File: config.mk
export PLATFORM = sky130hd
export DESIGN_NAME = cache_miss_sequencer
export DESIGN_NICKNAME = d
export VERILOG_FILES = /design/src/rtl/cache_miss_sequencer.sv
export SDC_FILE = /design/constraint.sdc
export NUM_CORES = 1
export LEC_CHECK = 0
export ABC_CLOCK_PERIOD_IN_PS = 2900
export CAP_MARGIN = 20
export CORE_MARGIN = 2
export CORE_UTILIZATION = 43
export DETAILED_ROUTE_END_ITERATION = 6
export PLACE_DENSITY = 0.76
export SKIP_LAST_GASP = 1
export SLEW_MARGIN = 20
export SYNTH_ARGS = -nofsm -noshare
export SYNTH_HDL_FRONTEND = slang
export SYNTH_SLANG_ARGS = --single-unit
File: constraint.sdc
create_clock -name clock1 -period 2.9 [get_ports clock1]
set_clock_uncertainty 0.1 [all_clocks]
set_input_delay 0.435 -clock clock1 [delete_from_list [all_inputs] [get_ports clock1]]
set_output_delay 0.435 -clock clock1 [all_outputs]
set_load 0.02 [all_outputs]
File: src/rtl/cache_miss_sequencer.sv
// cache_miss_sequencer: controller for a 2-way fully-associative write-back cache.
// It sequences lookup, dirty-victim writeback and refill over a fixed-latency
// synchronous RAM port behind a valid/ready request interface.
//
// Ports:
//   clock1, Reset            - clock (rising edge), synchronous active-high reset
//   req_valid/req_ready      - request handshake (req_ready = state is IDLE)
//   req_write/req_tag/req_wdata - request kind, block address, write data
//   resp_valid/resp_hit/resp_rdata - one-cycle response strobe, hit flag, data
//   mem_addr/mem_wdata/mem_we/mem_re/mem_rdata - RAM port (strobes one cycle wide)
//
// Build option: define CACHE_PRESET_EN to reset with two valid demo blocks
// (way0 tag 4 data 8'h05, way1 tag 5 data 8'h03).
module cache_miss_sequencer #(
    parameter int unsigned TAG_W   = 5,
    parameter int unsigned DATA_W  = 8,
    parameter int unsigned MEM_LAT = 1
) (
    input  logic              clock1,
    input  logic              Reset,
    input  logic              req_valid,
    output logic              req_ready,
    input  logic              req_write,
    input  logic [TAG_W-1:0]  req_tag,
    input  logic [DATA_W-1:0] req_wdata,
    output logic              resp_valid,
    output logic              resp_hit,
    output logic [DATA_W-1:0] resp_rdata,
    output logic [TAG_W-1:0]  mem_addr,
    output logic [DATA_W-1:0] mem_wdata,
    output logic              mem_we,
    output logic              mem_re,
    input  logic [DATA_W-1:0] mem_rdata
);

    localparam int unsigned CNT_W = $clog2(MEM_LAT + 1);

    typedef enum logic [2:0] {
        S_IDLE, S_LOOKUP, S_WRITEBACK, S_REFILL_REQ, S_REFILL_WAIT, S_RESPOND
    } state_e;

    state_e                       state_q, state_d;
    logic                         write_q, write_d;
    logic [TAG_W-1:0]             rtag_q, rtag_d;
    logic [DATA_W-1:0]            wdata_q, wdata_d;
    logic                         victim_q, victim_d;
    logic [CNT_W-1:0]             cnt_q, cnt_d;
    logic [1:0]                   valid_q, valid_d;
    logic [1:0]                   dirty_q, dirty_d;
    logic [1:0][TAG_W-1:0]        way_tag_q, way_tag_d;
    logic [1:0][DATA_W-1:0]       way_data_q, way_data_d;
    logic                         lru_q, lru_d;
    logic                         resp_valid_q, resp_valid_d;
    logic                         resp_hit_q, resp_hit_d;
    logic [DATA_W-1:0]            resp_rdata_q, resp_rdata_d;
    logic [TAG_W-1:0]             mem_addr_q, mem_addr_d;
    logic [DATA_W-1:0]            mem_wdata_q, mem_wdata_d;
    logic                         mem_we_q, mem_we_d;
    logic                         mem_re_q, mem_re_d;

    logic hit0, hit1, hit_way, vic;

    // Tag compare (way0 wins duplicates) and victim choice (first invalid, else LRU)
    always_comb begin
        hit0    = valid_q[0] && (way_tag_q[0] == rtag_q);
        hit1    = valid_q[1] && (way_tag_q[1] == rtag_q);
        hit_way = !hit0;
        vic     = !valid_q[0] ? 1'b0 : (!valid_q[1] ? 1'b1 : lru_q);
    end

    // Next-state, array update and registered-output logic
    always_comb begin
        state_d      = state_q;
        write_d      = write_q;
        rtag_d       = rtag_q;
        wdata_d      = wdata_q;
        victim_d     = victim_q;
        cnt_d        = cnt_q;
        valid_d      = valid_q;
        dirty_d      = dirty_q;
        way_tag_d    = way_tag_q;
        way_data_d   = way_data_q;
        lru_d        = lru_q;
        resp_valid_d = 1'b0;
        resp_hit_d   = resp_hit_q;
        resp_rdata_d = resp_rdata_q;
        mem_addr_d   = mem_addr_q;
        mem_wdata_d  = mem_wdata_q;
        mem_we_d     = 1'b0;
        mem_re_d     = 1'b0;

        unique case (state_q)
            S_IDLE: begin
                if (req_valid) begin
                    write_d = req_write;
                    rtag_d  = req_tag;
                    wdata_d = req_wdata;
                    state_d = S_LOOKUP;
                end
            end
            S_LOOKUP: begin
                if (hit0 || hit1) begin
                    resp_hit_d = 1'b1;
                    if (write_q) begin
                        way_data_d[hit_way] = wdata_q;
                        dirty_d[hit_way]    = 1'b1;
                        resp_rdata_d        = wdata_q;
                    end else begin
                        resp_rdata_d = way_data_q[hit_way];
                    end
                    lru_d        = !hit_way;
                    resp_valid_d = 1'b1;
                    state_d      = S_RESPOND;
                end else begin
                    victim_d = vic;
                    if (valid_q[vic] && dirty_q[vic]) begin
                        mem_we_d    = 1'b1;
                        mem_addr_d  = way_tag_q[vic];
                        mem_wdata_d = way_data_q[vic];
                        state_d     = S_WRITEBACK;
                    end else if (write_q) begin
                        // Full-word block: a write miss installs without a fetch
                        valid_d[vic]    = 1'b1;
                        dirty_d[vic]    = 1'b1;
                        way_tag_d[vic]  = rtag_q;
                        way_data_d[vic] = wdata_q;
                        lru_d           = !vic;
                        resp_hit_d      = 1'b0;
                        resp_rdata_d    = wdata_q;
                        resp_valid_d    = 1'b1;
                        state_d         = S_RESPOND;
                    end else begin
                        mem_re_d   = 1'b1;
                        mem_addr_d = rtag_q;
                        state_d    = S_REFILL_REQ;
                    end
                end
            end
            S_WRITEBACK: begin
                if (write_q) begin
                    valid_d[victim_q]    = 1'b1;
                    dirty_d[victim_q]    = 1'b1;
                    way_tag_d[victim_q]  = rtag_q;
                    way_data_d[victim_q] = wdata_q;
                    lru_d                = !victim_q;
                    resp_hit_d           = 1'b0;
                    resp_rdata_d         = wdata_q;
                    resp_valid_d         = 1'b1;
                    state_d              = S_RESPOND;
                end else begin
                    mem_re_d   = 1'b1;
                    mem_addr_d = rtag_q;
                    state_d    = S_REFILL_REQ;
                end
            end
            S_REFILL_REQ: begin
                cnt_d   = CNT_W'(MEM_LAT - 1);
                state_d = S_REFILL_WAIT;
            end
            S_REFILL_WAIT: begin
                // Counter reaches zero in the last wait cycle, when mem_rdata is valid
                if (cnt_q == '0) begin
                    valid_d[victim_q]    = 1'b1;
                    dirty_d[victim_q]    = 1'b0;
                    way_tag_d[victim_q]  = rtag_q;
                    way_data_d[victim_q] = mem_rdata;
                    lru_d                = !victim_q;
                    resp_hit_d           = 1'b0;
                    resp_rdata_d         = mem_rdata;
                    resp_valid_d         = 1'b1;
                    state_d              = S_RESPOND;
                end else begin
                    cnt_d = cnt_q - CNT_W'(1);
                end
            end
            S_RESPOND: begin
                state_d = S_IDLE;
            end
            default: begin
                state_d = S_IDLE;
            end
        endcase
    end

    // State and output registers; reset aborts any operation in flight
    always_ff @(posedge clock1) begin
        if (Reset) begin
            state_q      <= S_IDLE;
            write_q      <= 1'b0;
            rtag_q       <= '0;
            wdata_q      <= '0;
            victim_q     <= 1'b0;
            cnt_q        <= '0;
            dirty_q      <= '0;
            lru_q        <= 1'b0;
`ifdef CACHE_PRESET_EN
            valid_q       <= 2'b11;
            way_tag_q[0]  <= TAG_W'(4);
            way_tag_q[1]  <= TAG_W'(5);
            way_data_q[0] <= DATA_W'(8'h05);
            way_data_q[1] <= DATA_W'(8'h03);
`else
            valid_q      <= '0;
            way_tag_q    <= '0;
            way_data_q   <= '0;
`endif
            resp_valid_q <= 1'b0;
            resp_hit_q   <= 1'b0;
            resp_rdata_q <= '0;
            mem_addr_q   <= '0;
            mem_wdata_q  <= '0;
            mem_we_q     <= 1'b0;
            mem_re_q     <= 1'b0;
        end else begin
            state_q      <= state_d;
            write_q      <= write_d;
            rtag_q       <= rtag_d;
            wdata_q      <= wdata_d;
            victim_q     <= victim_d;
            cnt_q        <= cnt_d;
            valid_q      <= valid_d;
            dirty_q      <= dirty_d;
            way_tag_q    <= way_tag_d;
            way_data_q   <= way_data_d;
            lru_q        <= lru_d;
            resp_valid_q <= resp_valid_d;
            resp_hit_q   <= resp_hit_d;
            resp_rdata_q <= resp_rdata_d;
            mem_addr_q   <= mem_addr_d;
            mem_wdata_q  <= mem_wdata_d;
            mem_we_q     <= mem_we_d;
            mem_re_q     <= mem_re_d;
        end
    end

    assign req_ready  = (state_q == S_IDLE);
    assign resp_valid = resp_valid_q;
    assign resp_hit   = resp_hit_q;
    assign resp_rdata = resp_rdata_q;
    assign mem_addr   = mem_addr_q;
    assign mem_wdata  = mem_wdata_q;
    assign mem_we     = mem_we_q;
    assign mem_re     = mem_re_q;

endmodule

After elaboration in Yosys (flattened, before gate mapping)
Index checks and enable logic that the tools add are counted.

operators by class
  add/sub/neg operators = 1
  magnitude comparators = 6
  eq/ne operators = 16
  multiplexer cells = 99
  bitwise operators = 9
  reduce and logical (&&, ||, !) cells = 24

operator list
  cell                                           number
  two-way mux 16 bit                             6
  two-way mux 8 bit                              12
  bitwise mux 16 bit                             4
  two-way mux 10 bit                             5
  one-hot mux 16 bit (3 select lines)            1
  two-way mux 5 bit                              7
  one-hot mux 10 bit (3 select lines)            1
  two-way mux 1 bit                              27
  demux 8 bit (select 1 bit)                     3
  one-hot mux 8 bit (3 select lines)             1
  two-way mux 2 bit                              11
  bitwise mux 10 bit                             2
  two-way mux 3 bit                              5
  one-hot mux 3 bit (5 select lines)             1
  inequality test 2 bit (second input constant)  6
  inequality test 3 bit (second input constant)  4
  one-hot mux 2 bit (3 select lines)             2
  AND reduction 6 bit                            2
  demux 5 bit (select 1 bit)                     2
  equality test 5 bit                            2
  OR 2 bit                                       5
  one-hot mux 5 bit (2 select lines)             1
  one-hot mux 1 bit (3 select lines)             3
  AND reduction 2 bit                            4
  20 further kinds                               38

storage, ports and cells
  register bits after elaboration = 75
  bits of input ports = 25
  word-level logic and storage cells = 175

Depth between registers and ports, before layout
  word-level depth = 11
  gate-level depth with buffers = 10
  depth with buffers taken out = 6

Worst setup path after synthesis
OpenSTA, ideal clock, no wires.

  path kind = register to register
  from = register rtag_q[4]
  to = register way_tag_q[5] (netlist name)
  arrival = 1866 ps
  slack = 806 ps
  cell stages (with the launch flop) = 10
  buffers on the path = 3
  period minus slack after synthesis = 2094 ps
  path through = dfxtp_1 > buf_4 > xnor2_1 > and4_4 > buf_6 > a22o_1 > buf_6 > a221oi_4 > mux2i_1 > nor2_1

on the way
  cells in the longest elaborated chain, start to end = 5
  elaborated cells between the ends (all ways) = 7
  those cells by class = 3 x eq/ne; 4 x reduce/logical

ends and longest elaborated chain
  element                                        RTL line  source
  from (decl)                                    44        logic [TAG_W-1:0] rtag_q, rtag_d;
  from (signal assigned)                         217       rtag_q <= rtag_d;
  equality test 5 bit, on equally long branches  65, 66
  logical AND 1 bit, on equally long branches    65, 66
  logical OR 1 bit (*)                           102       if (hit0 || hit1) begin
  inequality test 2 bit (no line) (*)            n/a
  AND reduction 6 bit (no line) (*)              n/a
  to (signal assigned)                           223       way_tag_q <= way_tag_d;
  to (decl)                                      50        logic [1:0][TAG_W-1:0] way_tag_q, way_tag_d;

Every way passes the cells marked *; elsewhere a longest branch is shown, timed or not.
A chain may end at the register's enable or synchronous reset.

Worst setup path in the final report
  from = register rtag_q[3]
  to = register way_data_q[3] (netlist name)

on the way
  cells in the longest elaborated chain, start to end = 11
  elaborated cells between the ends (all ways) = 18
  those cells by class = 2 x order compare; 4 x eq/ne; 6 x mux; 6 x reduce/logical

ends and longest elaborated chain
  element                                                                                                  RTL line  source
  equality test 5 bit                                                                                      65        hit0 = valid_q[0] && (way_tag_q[0] == rtag_q);
  logical AND 1 bit                                                                                        65
  logical NOT 1 bit                                                                                        67        hit_way = !hit0;
  less-than comparator 1 x 2 -> 1 bit (implied by the code) / >= comparator 1 bit (equally long branches)  105       way_data_d[hit_way] = wdata_q;
  logical AND 1 bit (implied by the code)                                                                  105
  two-way mux 8 bit (implied by the code)                                                                  105
  demux 8 bit (select 1 bit)                                                                               105
  bitwise mux 16 bit                                                                                       105
  two-way mux 16 bit                                                                                       104       if (write_q) begin
  two-way mux 16 bit                                                                                       102
  one-hot mux 16 bit (3 select lines)                                                                      92        unique case (state_q)
  to (signal assigned)                                                                                     224       way_data_q <= way_data_d;
  to (decl)                                                                                                51        logic [1:0][DATA_W-1:0] way_data_q, way_data_d;

Parallel ways exist; a longest one is shown, timed or not. The select of a mux whose other input is x is not followed.

==> results.yml <==
clock_network:
  tritoncts: "built"
  cts.reportedPaths.clkPinSlew_ns: 0.08
  cts_made_buffers: 9
  cts_repair_resizes: 0
  insertion_delay_ns: 0.35
  clock_path_buffers: 2
  cts.root.buffer_cell: "clkbuf_8"
  clock_tree.htree_level_count: 3
  hold_bufs_inserted_after_cts: 0
  clock-sinks: 74
  post-cts-setup-buffer-count: 0
route:
  vias_per_cell: 6.07
  antenna_violating_nets_post_route: 0
  wl_per_cell_um: 17.5
  detail_route.wirelength_um: 10300
  dr_drc_count: 0
  detailedRoute.firstIterationViolations: 290
  detailed_routing_iteration_count_for_the_pre_antenna_repair_pass: 5
  detailroute.via_count: 3576
yosys:
  synth.top_cells.by_area: "dfxtp_1, mux2i_1, a21oi_1"
  synthesis.area_per_instance_um2: 8.84
  syn-num-nets: 464
  synth.cell_area_um2: 3880
  netlist.area_leader.share_pct: 38.2
  synthesis.yosys.warnings: 0
  synth_cell_types: 57
  synth-async-reset-ratio_pct: 0
  syn_inst: 439
  synth.ff_latch_count: 74
  synth_largest_area_cell: "dfxtp_1"
  synth-seq-area-share_pct: 38.2
  synth_enable_flop_cells: 0
  ys_dominant_reg_cell: "dfxtp_1"
status:
  outcome: "complete, no violations"
timing:
  max_slew_margin_pct: 46.0
  rsz0062_at_grt: "false"
  worst_pin_slew_ns: 0.809
  timing.fmax_ghz: 0.401
  final.hold.worst_slack_ns: 0.387
  min_period_over_period_pct: 85.9
  report.final.setup_viol: 0
  setup-tns-final_ns: 0
  setup_slack_after_layout_ns: 0.409
  timing.final.crit_period_ns: 2.49
  hold_viol: 0
  timing.final.max_slew_violations: 0
grt:
  gr-usage-all-layers_pct: 20.7
  grt_remaining_overflow: 0
  grt_first_pass_wirelength_um: 16500
  grt_antenna_before_repair: 0
  grt_max_degree: 26
  grt_pass1_vias: 3293
die:
  die_height_um: 99.0
  cell_rows: 34
  die_boundary_width_um: 99.0
  io_pins: 51
  core_um2: 8720
  die_area_um2: 9800
  initial_utilization_pct: 44.5
cells_and_area:
  finish.net_count: 501
  antenna_cells_inserted: 0
  seqCellArea_um2: 1480
  post_route_cells_drive_above_1_share_pct: 8.94
  multi_input_area_um2: 2210
  layout-area-overhead-vs-synth_pct: 18.4
  stdcell_area_um2: 4600
  fillers: 811
setup_path:
  crit_buf_inv: 1
  timing.critical_path.cells: "xor2_1, nor4_4, a221oi_2, o31ai_4, buf_4, and2_1, a211oi_1"
  crit_type: "reg -> reg"
  crit_path_arrival_time_ns: 2.61
  timing.critical_path.slowest_cell_delay_ns: 0.48
  cp_max_fo: 9
  timing.critical_path.max_delay_family: "simple AND/OR/NAND/NOR gates"
  crit_path_top_delay_cell: "dfxtp_1"
  worstPathRequired_ns: 3.02
  endpoint_kind: "register"
  timing.critical_path.from_type: "register"
place:
  placed_cell_area_um2: 4400
  numPortBuffers: 50
  place_congestion: 0.922
  place_hpwl_um: 7490
  dpl_worst_slack_ns: 0.443
min_path:
  worst_hold_path_type: "reg -> reg"
power:
  power.switching_uw: 1610
  switching_fraction_pct: 42.0
  pwr-share-seq_pct: 36.4
  p_int_uw: 2230
  static-leakage-power_uw: 0.00168
  clockPowerShare_pct: 20.8
  powerDensity_nw_per_um2: 834
  report.power.total_uw: 3840
  power_frac_comb_pct: 42.8
  max-vdd-ir-drop_uv: 388
run:
  maximum_capacitance_violations: 0
[layout make-up]
class	count	area share [%]
Multi-Input combinational cell	328	48.1
Sequential cell	74	32.2
Timing Repair Buffer	59	12.2
Tap cell	108	2.94
Clock buffer	10	2.78
Clock inverter	6	1.44
Inverter	4	0.327
[final timing paths]
path | startpoint | to | slack [ns] | cells after the start
hold / removal | resp_rdata[1] | resp_rdata[1] | 0.39 | 1
setup / recovery | rtag_q[3] | way_data_q[3] | 0.41 | 7
hold reg to reg | resp_rdata[1] | resp_rdata[1] | 0.39 | 1
setup reg to reg | rtag_q[3] | way_data_q[3] | 0.41 | 7
[logic make-up (layout without fill, tap and decap cells)]
group | count (synthesis) | in the layout | share of synthesized area (%)
compound gates | 140 | 140 | 26.8
xor+xnor | 12 | 12 | 2.71
buf+inv | 37 | 79 | 4.93
flops | 74 | 74 | 38.2
mux | 42 | 42 | 10.9
simple gates | 134 | 134 | 16.6
[state kept, by name, indices dropped and copies added, names as in the netlist, 2 cells and up]
name and cells:
dirty_q 2, mem_addr 5, mem_wdata 8, resp_rdata 8, rtag_q 5, state_q 3, valid_q 2, way_data_q 16
way_tag_q 10, wdata_q 8
[cells in the final DEF (no fill, tap or decap), types with 3 or more instances in the layout]
master           count
xor2_1               5
dfxtp_1             74
a211oi_1            16
nor2_1              43
a21oi_1             37
buf_4                9
o21ai_0             14
a22oi_1             10
nand2b_1            14
o21a_1               7
o2bb2ai_1            7
and2_1               4
a22o_1              10
clkbuf_8             9
xnor2_1              7
o32ai_1              8
a31oi_1              3
nand3_1             14
nand2_1             42
a222oi_1             8
clkdlybuf4s50_1     49
mux2i_1             41
inv_1                4
nor3_1               3
[synth_stat cells, drive strengths merged, types with 2 or more instances]
| master | count |
|---|---|
| a222oi | 8 |
| o2bb2ai | 7 |
| and2 | 5 |
| nor3 | 5 |
| o22ai | 2 |
| buf | 15 |
| o32ai | 8 |
| nand2 | 42 |
| a22oi | 10 |
| nor4 | 2 |
| a31oi | 3 |
| o21ai | 17 |
| nand2b | 14 |
| inv | 4 |
| a21oi | 37 |
| xor2 | 5 |
| nor2 | 43 |
| a32oi | 2 |
| xnor2 | 7 |
| a211oi | 18 |
| or2 | 3 |
| dfxtp | 74 |
| nand3 | 15 |
| o31ai | 2 |
| clkbuf | 18 |
| o21a | 7 |
| a22o | 10 |
| a221oi | 2 |
| mux2i | 41 |
[metrics by stage]
step                      cells  util (%)
after floorplan             439         -
final                       589      52.7
after CTS                   589      52.7
after detailed placement    573      50.5
after global placement      573      50.5
after global routing        589      52.7
[power groups by stage]
stage / Sequential, uW / Clock, uW / Combinational (uW)
after floorplan: 1340 / 0 / 1260
after global placement: 1400 / 0 / 1590
after detailed placement: 1410 / 0 / 1610
after CTS: 1380 / 811 / 1620
after global routing: 1420 / 848 / 1770
final: 1390 / 799 / 1640
[routing by layer]
metal	track usage [%]	up-vias	share of wire (%)	wire [um]
met3	3.48	20	7.2	740
met1	28.5	1691	46	4760
met4	8.22	0	1.9	198
li1	-	1698	-	-
met2	32.5	167	45	4590
met5	0	-	0	0
No activity file was read; power rests on OpenSTA's default activity.
